==> config.mk <==
export PLATFORM = sky130hd
export DESIGN_NAME = i2c_color_receiver_flat
export DESIGN_NICKNAME = d
export VERILOG_FILES = /design/src/rtl/i2c_color_receiver_pkg.sv /design/src/rtl/i2c_color_receiver_if.sv /design/src/rtl/i2c_color_receiver_bus_monitor.sv /design/src/rtl/i2c_color_receiver.sv /design/src/flat_wrapper.sv
export SDC_FILE = /design/constraint.sdc
export NUM_CORES = 1
export LEC_CHECK = 0
export CORE_UTILIZATION = 40
export DETAILED_ROUTE_END_ITERATION = 10
export PLACE_DENSITY = 0.71
export SKIP_CTS_REPAIR_TIMING = 1
export SYNTH_ARGS = -nofsm -noshare
export SYNTH_HDL_FRONTEND = slang
export SYNTH_HIERARCHICAL = 1
export SYNTH_SLANG_ARGS = --single-unit
==> constraint.sdc <==
create_clock -name clk -period 2.3 [get_ports clk]
set_input_delay 0.46 -clock clk [delete_from_list [all_inputs] [get_ports clk]]
set_output_delay 0.46 -clock clk [all_outputs]
set_load 0.02 [all_outputs]
==> src/rtl/i2c_color_receiver_pkg.sv <==
// rtl/i2c_color_receiver_pkg.sv - shared colour link types, constants and word assembly
package colour_link_pkg;

   localparam int FRAME_BYTES = 10;
   localparam int WORDS       = FRAME_BYTES / 2;

   // Channel order on the wire; the transmitter uses the same numbering.
   localparam int CH_CLEAR    = 0;
   localparam int CH_RED      = 1;
   localparam int CH_GREEN    = 2;
   localparam int CH_BLUE     = 3;
   localparam int CH_INFRARED = 4;

   typedef enum logic [2:0] {
      ST_IDLE,
      ST_ADDR,
      ST_ADDR_ACK,
      ST_DATA,
      ST_DATA_ACK,
      ST_WAIT_STOP,
      ST_IGNORE
   } rx_state_e;

   // endian=1: first byte on the wire is the high byte.
   function automatic logic [15:0] assemble_word(input logic [7:0] first_b,
                                                 input logic [7:0] second_b,
                                                 input logic       endian);
      return endian ? {first_b, second_b} : {second_b, first_b};
   endfunction

endpackage

==> src/rtl/i2c_color_receiver_if.sv <==
// rtl/i2c_color_receiver_if.sv - pad-side I2C signals of the colour sensor link
interface i2c_color_receiver_if;
   logic scl;
   logic sda_in;
   logic sda_oe;

   modport master (output scl, output sda_in, input sda_oe);
   modport slave  (input scl, input sda_in, output sda_oe);
endinterface

==> src/rtl/i2c_color_receiver_bus_monitor.sv <==
// rtl/i2c_color_receiver_bus_monitor.sv - SCL/SDA synchronisers with edge and START/STOP detection
module i2c_bus_monitor #(
   parameter int SYNC_STAGES = 2
) (
   input  logic clk,
   input  logic rst_n,
   input  logic scl_i,
   input  logic sda_i,
   output logic scl_rise_o,
   output logic scl_fall_o,
   output logic sda_sync_o,
   output logic start_det_o,
   output logic stop_det_o
);

   logic [SYNC_STAGES-1:0] scl_sync_q;
   logic [SYNC_STAGES-1:0] sda_sync_q;
   logic                   scl_prev_q;
   logic                   sda_prev_q;
   logic                   scl_s;
   logic                   sda_s;

   assign scl_s = scl_sync_q[SYNC_STAGES-1];
   assign sda_s = sda_sync_q[SYNC_STAGES-1];

   // Synchronise the pads and keep the previous sample; reset to the idle-bus level so no edge appears out of reset.
   always_ff @(posedge clk or negedge rst_n) begin
      if (!rst_n) begin
         scl_sync_q <= '1;
         sda_sync_q <= '1;
         scl_prev_q <= 1'b1;
         sda_prev_q <= 1'b1;
      end else begin
         scl_sync_q <= {scl_sync_q[SYNC_STAGES-2:0], scl_i};
         sda_sync_q <= {sda_sync_q[SYNC_STAGES-2:0], sda_i};
         scl_prev_q <= scl_s;
         sda_prev_q <= sda_s;
      end
   end

   assign scl_rise_o  = scl_s & ~scl_prev_q;
   assign scl_fall_o  = ~scl_s & scl_prev_q;
   assign sda_sync_o  = sda_s;
   // SDA may only change with SCL high at START/STOP, so require SCL high in both samples.
   assign start_det_o = scl_s & scl_prev_q & sda_prev_q & ~sda_s;
   assign stop_det_o  = scl_s & scl_prev_q & ~sda_prev_q & sda_s;

endmodule

==> src/rtl/i2c_color_receiver.sv <==
// rtl/i2c_color_receiver.sv - I2C target receiving five 16-bit colour words per frame
module i2c_color_receiver #(
   parameter int SYNC_STAGES = 2,
   parameter int FRAME_BYTES = colour_link_pkg::FRAME_BYTES
) (
   input  logic                        clk,
   input  logic                        rst_n,
   i2c_color_receiver_if.slave         bus,
   input  logic [6:0]                  own_address_i,
   input  logic                        endian_i,
   output logic [15:0]                 clear_data_o,
   output logic [15:0]                 red_data_o,
   output logic [15:0]                 green_data_o,
   output logic [15:0]                 blue_data_o,
   output logic [15:0]                 infrared_data_o,
   output logic                        data_valid_o,
   output logic                        frame_error_o,
   output logic                        busy_o
);
   import colour_link_pkg::*;

   localparam int IDX_W = $clog2(FRAME_BYTES + 1);

   logic             scl_rise, scl_fall, sda_sync, start_det, stop_det;
   rx_state_e        state_q, state_d;
   logic [2:0]       bit_cnt_q, bit_cnt_d;
   logic [6:0]       shift_q, shift_d;
   logic [7:0]       rx_byte;
   logic [IDX_W-1:0] byte_idx_q, byte_idx_d;
   logic             ack_drive_q, ack_drive_d;
   logic [6:0]       own_addr_q, own_addr_d;
   logic             stage_we, abort, commit, in_frame;
   logic [7:0]       staging_q [FRAME_BYTES];
   logic [15:0]      words_q [WORDS];
   logic             data_valid_q, frame_error_q;

   i2c_bus_monitor #(.SYNC_STAGES(SYNC_STAGES)) u_mon (
      .clk        (clk),
      .rst_n      (rst_n),
      .scl_i      (bus.scl),
      .sda_i      (bus.sda_in),
      .scl_rise_o (scl_rise),
      .scl_fall_o (scl_fall),
      .sda_sync_o (sda_sync),
      .start_det_o(start_det),
      .stop_det_o (stop_det)
   );

   // A frame addressed to us is in progress once address bits have started arriving.
   assign in_frame = (state_q inside {ST_ADDR_ACK, ST_DATA, ST_DATA_ACK}) ||
                     (state_q == ST_ADDR && bit_cnt_q != 3'd0);

   // Next-state logic: bus conditions first, then per-state bit and ACK handling.
   always_comb begin
      state_d     = state_q;
      bit_cnt_d   = bit_cnt_q;
      shift_d     = shift_q;
      byte_idx_d  = byte_idx_q;
      ack_drive_d = ack_drive_q;
      own_addr_d  = own_addr_q;
      stage_we    = 1'b0;
      abort       = 1'b0;
      commit      = 1'b0;
      rx_byte     = {shift_q, sda_sync};
      if (start_det) begin
         // A START in WAIT_STOP also discards a complete but unterminated frame.
         abort       = in_frame || (state_q == ST_WAIT_STOP);
         own_addr_d  = own_address_i;
         state_d     = ST_ADDR;
         bit_cnt_d   = '0;
         byte_idx_d  = '0;
         ack_drive_d = 1'b0;
      end else if (stop_det) begin
         abort       = in_frame;
         commit      = (state_q == ST_WAIT_STOP);
         state_d     = ST_IDLE;
         bit_cnt_d   = '0;
         byte_idx_d  = '0;
         ack_drive_d = 1'b0;
      end else begin
         case (state_q)
            ST_ADDR, ST_DATA: begin
               if (scl_rise) begin
                  shift_d   = rx_byte[6:0];
                  bit_cnt_d = bit_cnt_q + 3'd1;
                  if (bit_cnt_q == 3'd7) begin
                     if (state_q == ST_DATA) begin
                        stage_we = 1'b1;
                        state_d  = ST_DATA_ACK;
                     end else if (rx_byte[7:1] == own_addr_q && !rx_byte[0]) begin
                        state_d = ST_ADDR_ACK;
                     end else begin
                        state_d = ST_IGNORE;
                     end
                  end
               end
            end
            ST_ADDR_ACK, ST_DATA_ACK: begin
               // First SCL fall starts the ACK drive, the second ends it.
               if (scl_fall) begin
                  if (!ack_drive_q) begin
                     ack_drive_d = 1'b1;
                  end else begin
                     ack_drive_d = 1'b0;
                     if (state_q == ST_ADDR_ACK) begin
                        state_d = ST_DATA;
                     end else begin
                        byte_idx_d = byte_idx_q + 1'b1;
                        state_d    = (byte_idx_d == IDX_W'(FRAME_BYTES)) ? ST_WAIT_STOP : ST_DATA;
                     end
                  end
               end
            end
            default: ;
         endcase
      end
   end

   // Control state registers.
   always_ff @(posedge clk or negedge rst_n) begin
      if (!rst_n) begin
         state_q     <= ST_IDLE;
         bit_cnt_q   <= '0;
         shift_q     <= '0;
         byte_idx_q  <= '0;
         ack_drive_q <= 1'b0;
         own_addr_q  <= '0;
      end else begin
         state_q     <= state_d;
         bit_cnt_q   <= bit_cnt_d;
         shift_q     <= shift_d;
         byte_idx_q  <= byte_idx_d;
         ack_drive_q <= ack_drive_d;
         own_addr_q  <= own_addr_d;
      end
   end

   // Staging bytes: cleared on abort, filled as each data byte completes.
   always_ff @(posedge clk or negedge rst_n) begin
      if (!rst_n) begin
         for (int i = 0; i < FRAME_BYTES; i++) staging_q[i] <= '0;
      end else if (abort) begin
         for (int i = 0; i < FRAME_BYTES; i++) staging_q[i] <= '0;
      end else if (stage_we) begin
         staging_q[byte_idx_q] <= rx_byte;
      end
   end

   // Commit words on a well-formed STOP and register the status pulses.
   always_ff @(posedge clk or negedge rst_n) begin
      if (!rst_n) begin
         for (int k = 0; k < WORDS; k++) words_q[k] <= '0;
         data_valid_q  <= 1'b0;
         frame_error_q <= 1'b0;
      end else begin
         data_valid_q  <= commit;
         frame_error_q <= abort;
         if (commit) begin
            for (int k = 0; k < WORDS; k++)
               words_q[k] <= assemble_word(staging_q[2*k], staging_q[2*k+1], endian_i);
         end
      end
   end

   assign bus.sda_oe      = ack_drive_q;
   assign busy_o          = (state_q != ST_IDLE);
   assign data_valid_o    = data_valid_q;
   assign frame_error_o   = frame_error_q;
   assign clear_data_o    = words_q[CH_CLEAR];
   assign red_data_o      = words_q[CH_RED];
   assign green_data_o    = words_q[CH_GREEN];
   assign blue_data_o     = words_q[CH_BLUE];
   assign infrared_data_o = words_q[CH_INFRARED];

endmodule

==> src/flat_wrapper.sv <==
// flat-port wrapper written by rule: the top's interface ports become plain ports
module i2c_color_receiver_flat import colour_link_pkg::*;
#(
   parameter int SYNC_STAGES = 2,
   parameter int FRAME_BYTES = colour_link_pkg::FRAME_BYTES
)
  (clk, rst_n, own_address_i, endian_i, clear_data_o, red_data_o, green_data_o, blue_data_o, infrared_data_o, data_valid_o, frame_error_o, busy_o, bus_scl, bus_sda_in, bus_sda_oe);
  i2c_color_receiver_if bus_i ();
  input  logic clk;
  input  logic rst_n;
  input  logic [6:0] own_address_i;
  input  logic endian_i;
  output logic [15:0] clear_data_o;
  output logic [15:0] red_data_o;
  output logic [15:0] green_data_o;
  output logic [15:0] blue_data_o;
  output logic [15:0] infrared_data_o;
  output logic data_valid_o;
  output logic frame_error_o;
  output logic busy_o;
  input wire logic [$bits(bus_i.scl)-1:0] bus_scl;
  input wire logic [$bits(bus_i.sda_in)-1:0] bus_sda_in;
  output wire logic [$bits(bus_i.sda_oe)-1:0] bus_sda_oe;
  assign bus_i.scl = bus_scl;
  assign bus_i.sda_in = bus_sda_in;
  assign bus_sda_oe = bus_i.sda_oe;
  i2c_color_receiver #(.SYNC_STAGES(SYNC_STAGES), .FRAME_BYTES(FRAME_BYTES)) u_core (.clk(clk), .rst_n(rst_n), .bus(bus_i), .own_address_i(own_address_i), .endian_i(endian_i), .clear_data_o(clear_data_o), .red_data_o(red_data_o), .green_data_o(green_data_o), .blue_data_o(blue_data_o), .infrared_data_o(infrared_data_o), .data_valid_o(data_valid_o), .frame_error_o(frame_error_o), .busy_o(busy_o));
endmodule
==> impl.org <==
** Outcome
- The run finished with clean final reports.

** Min path
- HP Class :: in2async

** Clock tree
- The clock reaches the later pin of the worst-skew pair after about 0.43 ns.
- Cell at the root of the clock tree :: sky130_fd_sc_hd__clkbuf_16
- Maximum buffer depth of the clock tree :: 2
- Cts bufs inserted :: 17
- Max H-tree Level :: 4
- CTS tree :: done
- After clock tree synthesis, the clock-pin slew on the worst setup and hold paths is 0.07 ns.
- Sinks on the clock net :: around 190

** Placed design
- DP HPWL :: 12.83 mm
- Buffers added on ports :: 95
- Timing analysis after detailed placement gives a worst setup slack of between 0.1 and 0.15 ns.
- Placed instance area :: 0.01009 mm^2
- The congestion estimate from routability-driven global placement came to 0.8798.
- Post-placement cell count :: approximately 1,200

** Drt
- Once detail routing completed, the nets flagged for antenna violations numbered 0.
- Overall via count from detail_route :: 6,196
- Dividing the detail-routed wire length by the instance count gives approximately 16 um.
- The final layout contains routed wiring with a total length of 19.03 mm.
- In the routed design, unresolved DRC markers number 0.
- First DRT Iteration DRCs :: 472
- Number of iterations in the first detailed-routing pass :: 4
- Vias per cell :: around 5.2

** GRT
- The first global-routing pass estimated roughly 31 mm of wire.
- The via count of the first global-routing pass was 6,089.
- In the global route stage, overall resource usage came out at 0.1799.
- Entering global routing, the biggest net connects roughly 110 pins.
- Number of antenna violations at the first check in global routing :: 0
- After global routing the overflow that remains totals 0.

** Run
- The tool flagged a number of max-cap violations equal to 0.

** Synthesis
- In this run the cell area of the synthesized design comes to about 0.0087 mm^2.
- Gate count after technology mapping :: 819
- Share of the synthesized area in the top cell type :: 0.5379
- Synthesized flop and latch total :: around 190
- Yosys synthesis warning count :: 6
- In the synthesized netlist the dominant register cell turns out to be sky130_fd_sc_hd__dfrtp_1.
- Of the synthesized area, sequential elements account for 0.5560.
- Post-synth ARST share :: 1.000
- Synthesis produced a netlist with a net count of 838.
- Post-synthesis area per instance :: 10.62 um^2
- Most area-hungry cell type in the Yosys netlist :: sky130_fd_sc_hd__dfrtp_1
- Number of distinct library cells after synthesis :: 43
- Number of enable-type register cells in the synthesized netlist :: 0
- Leading cell types by total area after synthesis :: sky130_fd_sc_hd__dfrtp_1 54%, sky130_fd_sc_hd__mux2i_1 14%, sky130_fd_sc_hd__o21ai_0 5.4%

** Critical path
- The critical path is of the reg2reg type.
- CP Data Arrival Time :: 2.46 ns
- Critical path data required time :: 2.64 ns
- The worst setup path is launched from a register.
- STA classifies the critical path endpoint as a register.
- Maximum fanout count along the critical path :: 5

** STA
- RSZ-0062 raised after global routing :: no
- Normalized max-slew margin :: 0.5588
- The number of failing hold endpoints at the final stage is 0.
- In the post-route analysis, the smallest setup slack over all paths is 0.1769 ns.
- Slew at the pin with the worst max-slew slack :: roughly 0.66 ns
- Number of pins exceeding their max-slew limit in the final report :: 0
- Hold is met by about 0.033 ns.
- For this run, the top clock speed supported by timing is about 0.47 GHz.
- Setup violations remaining at the end of the flow were counted as 0.
- Sum of negative setup slack :: 0 ns
- On the final layout, the worst clock skew is 0.01144 ns.
- Final period util :: 0.9231
- Clock period minus worst slack :: 2.123 ns

** Pwr
- The completed layout was analyzed and its total power is 9.960 mW.
- Dividing total power by cell area gives a power density of between 900 and 1000 mW/mm^2.
- VDD sags by at most 0.0004975 V.
- Leakage power of the design :: 4.996 nW

** Final layout
- Layout fillers :: 1,857
- Area occupied by multi-input gates :: 0.003538 mm^2
- Net count of the finished layout :: 919
- Non-filler cells in the finished layout :: 1,188
- Final standard cell utilization of the core :: 0.5054
- Register area :: 0.004841 mm^2
- Of the cells placed in the final design, the portion with a size suffix greater than 1 is 0.1062.
- The number of antenna diodes in the final layout is 0.
- Once layout is done, the placed cells without fillers occupy 0.01069 mm^2.
- The area growth from synthesis to layout is 22.90%.

** Floorplanning
- After floorplanning, the core was divided into 53 placement rows.
- 96 I/O pins were placed.
- Die span in x :: between 100 and 150 um
- Initial cell density of the core :: 0.4112
- From bottom edge to top edge, the die measures 149.5 um.
- The die covers 0.02234 mm^2.
- After floorplanning, the core was sized to cover between 0.02 and 0.025 mm^2.
## worst max-delay path, stage by stage, from the launching register on
cell and delay [ns]:
sky130_fd_sc_hd__dfstp_2 0.57, sky130_fd_sc_hd__nor2b_1 0.28, sky130_fd_sc_hd__buf_4 0.17, sky130_fd_sc_hd__nand3b_1 0.10, sky130_fd_sc_hd__o221ai_1 0.37, sky130_fd_sc_hd__mux2_1 0.36, sky130_fd_sc_hd__a41oi_1 0.17
## power by group
group	total, mW	switching [mW]	internal (mW)	leakage [nW]
Sequential	4.31	0.382	3.93	2.26
Combinational	2.74	1.52	1.22	2.46
Clock	2.91	1.27	1.64	0.281
## area by class of cell
type                       instances  share of cell area
timing repair buffer             129              0.1249
tap                              275             0.03218
inverter                          15            0.005266
multi-input combinational        544              0.3310
clock inverter                    12             0.01217
clock buffer                      20             0.04178
sequential                       193              0.4528
## cells in the mapped netlist (2+ instances only)
cell type and instances:
sky130_fd_sc_hd__ha_1 7, sky130_fd_sc_hd__dfrtp_1 187, sky130_fd_sc_hd__o211ai_1 2, sky130_fd_sc_hd__dfstp_2 6
sky130_fd_sc_hd__xnor2_1 13, sky130_fd_sc_hd__nand3_1 43, sky130_fd_sc_hd__and4_1 2, sky130_fd_sc_hd__o21ai_1 32
sky130_fd_sc_hd__mux2_2 14, sky130_fd_sc_hd__o21ai_0 94, sky130_fd_sc_hd__mux2i_1 122, sky130_fd_sc_hd__nand2b_1 3
sky130_fd_sc_hd__nor2_1 52, sky130_fd_sc_hd__nand3b_1 2, sky130_fd_sc_hd__nor3_1 3, sky130_fd_sc_hd__clkbuf_1 44
sky130_fd_sc_hd__nor2b_1 4, sky130_fd_sc_hd__and4b_1 3, sky130_fd_sc_hd__inv_1 14, sky130_fd_sc_hd__nor4_4 3
sky130_fd_sc_hd__a21oi_1 43, sky130_fd_sc_hd__nand2_1 81, sky130_fd_sc_hd__nand4_1 5, sky130_fd_sc_hd__buf_2 21
## state kept, by name, summed over array words and instances, names as in the netlist
signal	cells
u_core/staging_q	80
u_core/blue_data_o	16
u_core/clear_data_o	16
u_core/green_data_o	16
u_core/infrared_data_o	16
u_core/red_data_o	16
u_core/own_addr_q	7
u_core/shift_q	7
u_core/byte_idx_q	4
u_core/bit_cnt_q	3
u_core/state_q	3
u_core/u_mon/scl_sync_q	2
u_core/u_mon/sda_sync_q	2
u_core/bus.sda_oe	1
u_core/data_valid_o	1
u_core/frame_error_o	1
u_core/u_mon/scl_prev_q	1
u_core/u_mon/sda_prev_q	1
## cells by family after synthesis
group	synth area share
fa+ha+maj	0.01007
xor+xnor	0.01309
flops	0.5560
compound gates	0.1069
mux	0.1598
buf+inv	0.03926
simple gates	0.1149
## final timing paths
check	startpoint	slack (ns)	cells after the start	to
max	u_core/u_mon/scl_sync_q[1]$_DFF_PN1_	0.18	6	u_core/state_q[1]$_DFFE_PN0P_
min	rst_n	0.03	1	u_core/own_addr_q[0]$_DFFE_PN0P_
max reg2reg	u_core/u_mon/scl_sync_q[1]$_DFF_PN1_	0.18	6	u_core/state_q[1]$_DFFE_PN0P_
min reg2reg	u_core/u_mon/scl_sync_q[0]$_DFF_PN1_	0.36	0	u_core/u_mon/scl_sync_q[1]$_DFF_PN1_
max in group asynchronous	rst_n	1.59	2	u_core/u_mon/scl_sync_q[1]$_DFF_PN1_
min in group clk	u_core/u_mon/scl_sync_q[0]$_DFF_PN1_	0.36	0	u_core/u_mon/scl_sync_q[1]$_DFF_PN1_
## layout by cell type, fill, tap and decap left out, types with 14 or more instances in the layout
master,instances
sky130_fd_sc_hd__clkbuf_16,17
sky130_fd_sc_hd__nor2_1,52
sky130_fd_sc_hd__clkdlybuf4s50_1,92
sky130_fd_sc_hd__inv_1,14
sky130_fd_sc_hd__a21oi_1,43
sky130_fd_sc_hd__mux2_2,14
sky130_fd_sc_hd__nand2_1,81
sky130_fd_sc_hd__buf_4,25
sky130_fd_sc_hd__o21ai_0,94
sky130_fd_sc_hd__mux2i_1,122
sky130_fd_sc_hd__o21ai_1,32
sky130_fd_sc_hd__nand3_1,43
sky130_fd_sc_hd__dfrtp_1,184
## layer usage
metal  vias to the layer above  GRT usage  share of wire
met5                         -          0              0
met4                         0    0.06020          0.017
met3                        21    0.03537          0.039
met2                       113     0.2884           0.49
met1                      3055     0.2435           0.46
li1                       3007          -              -
Power figures use the tool's default switching activity.
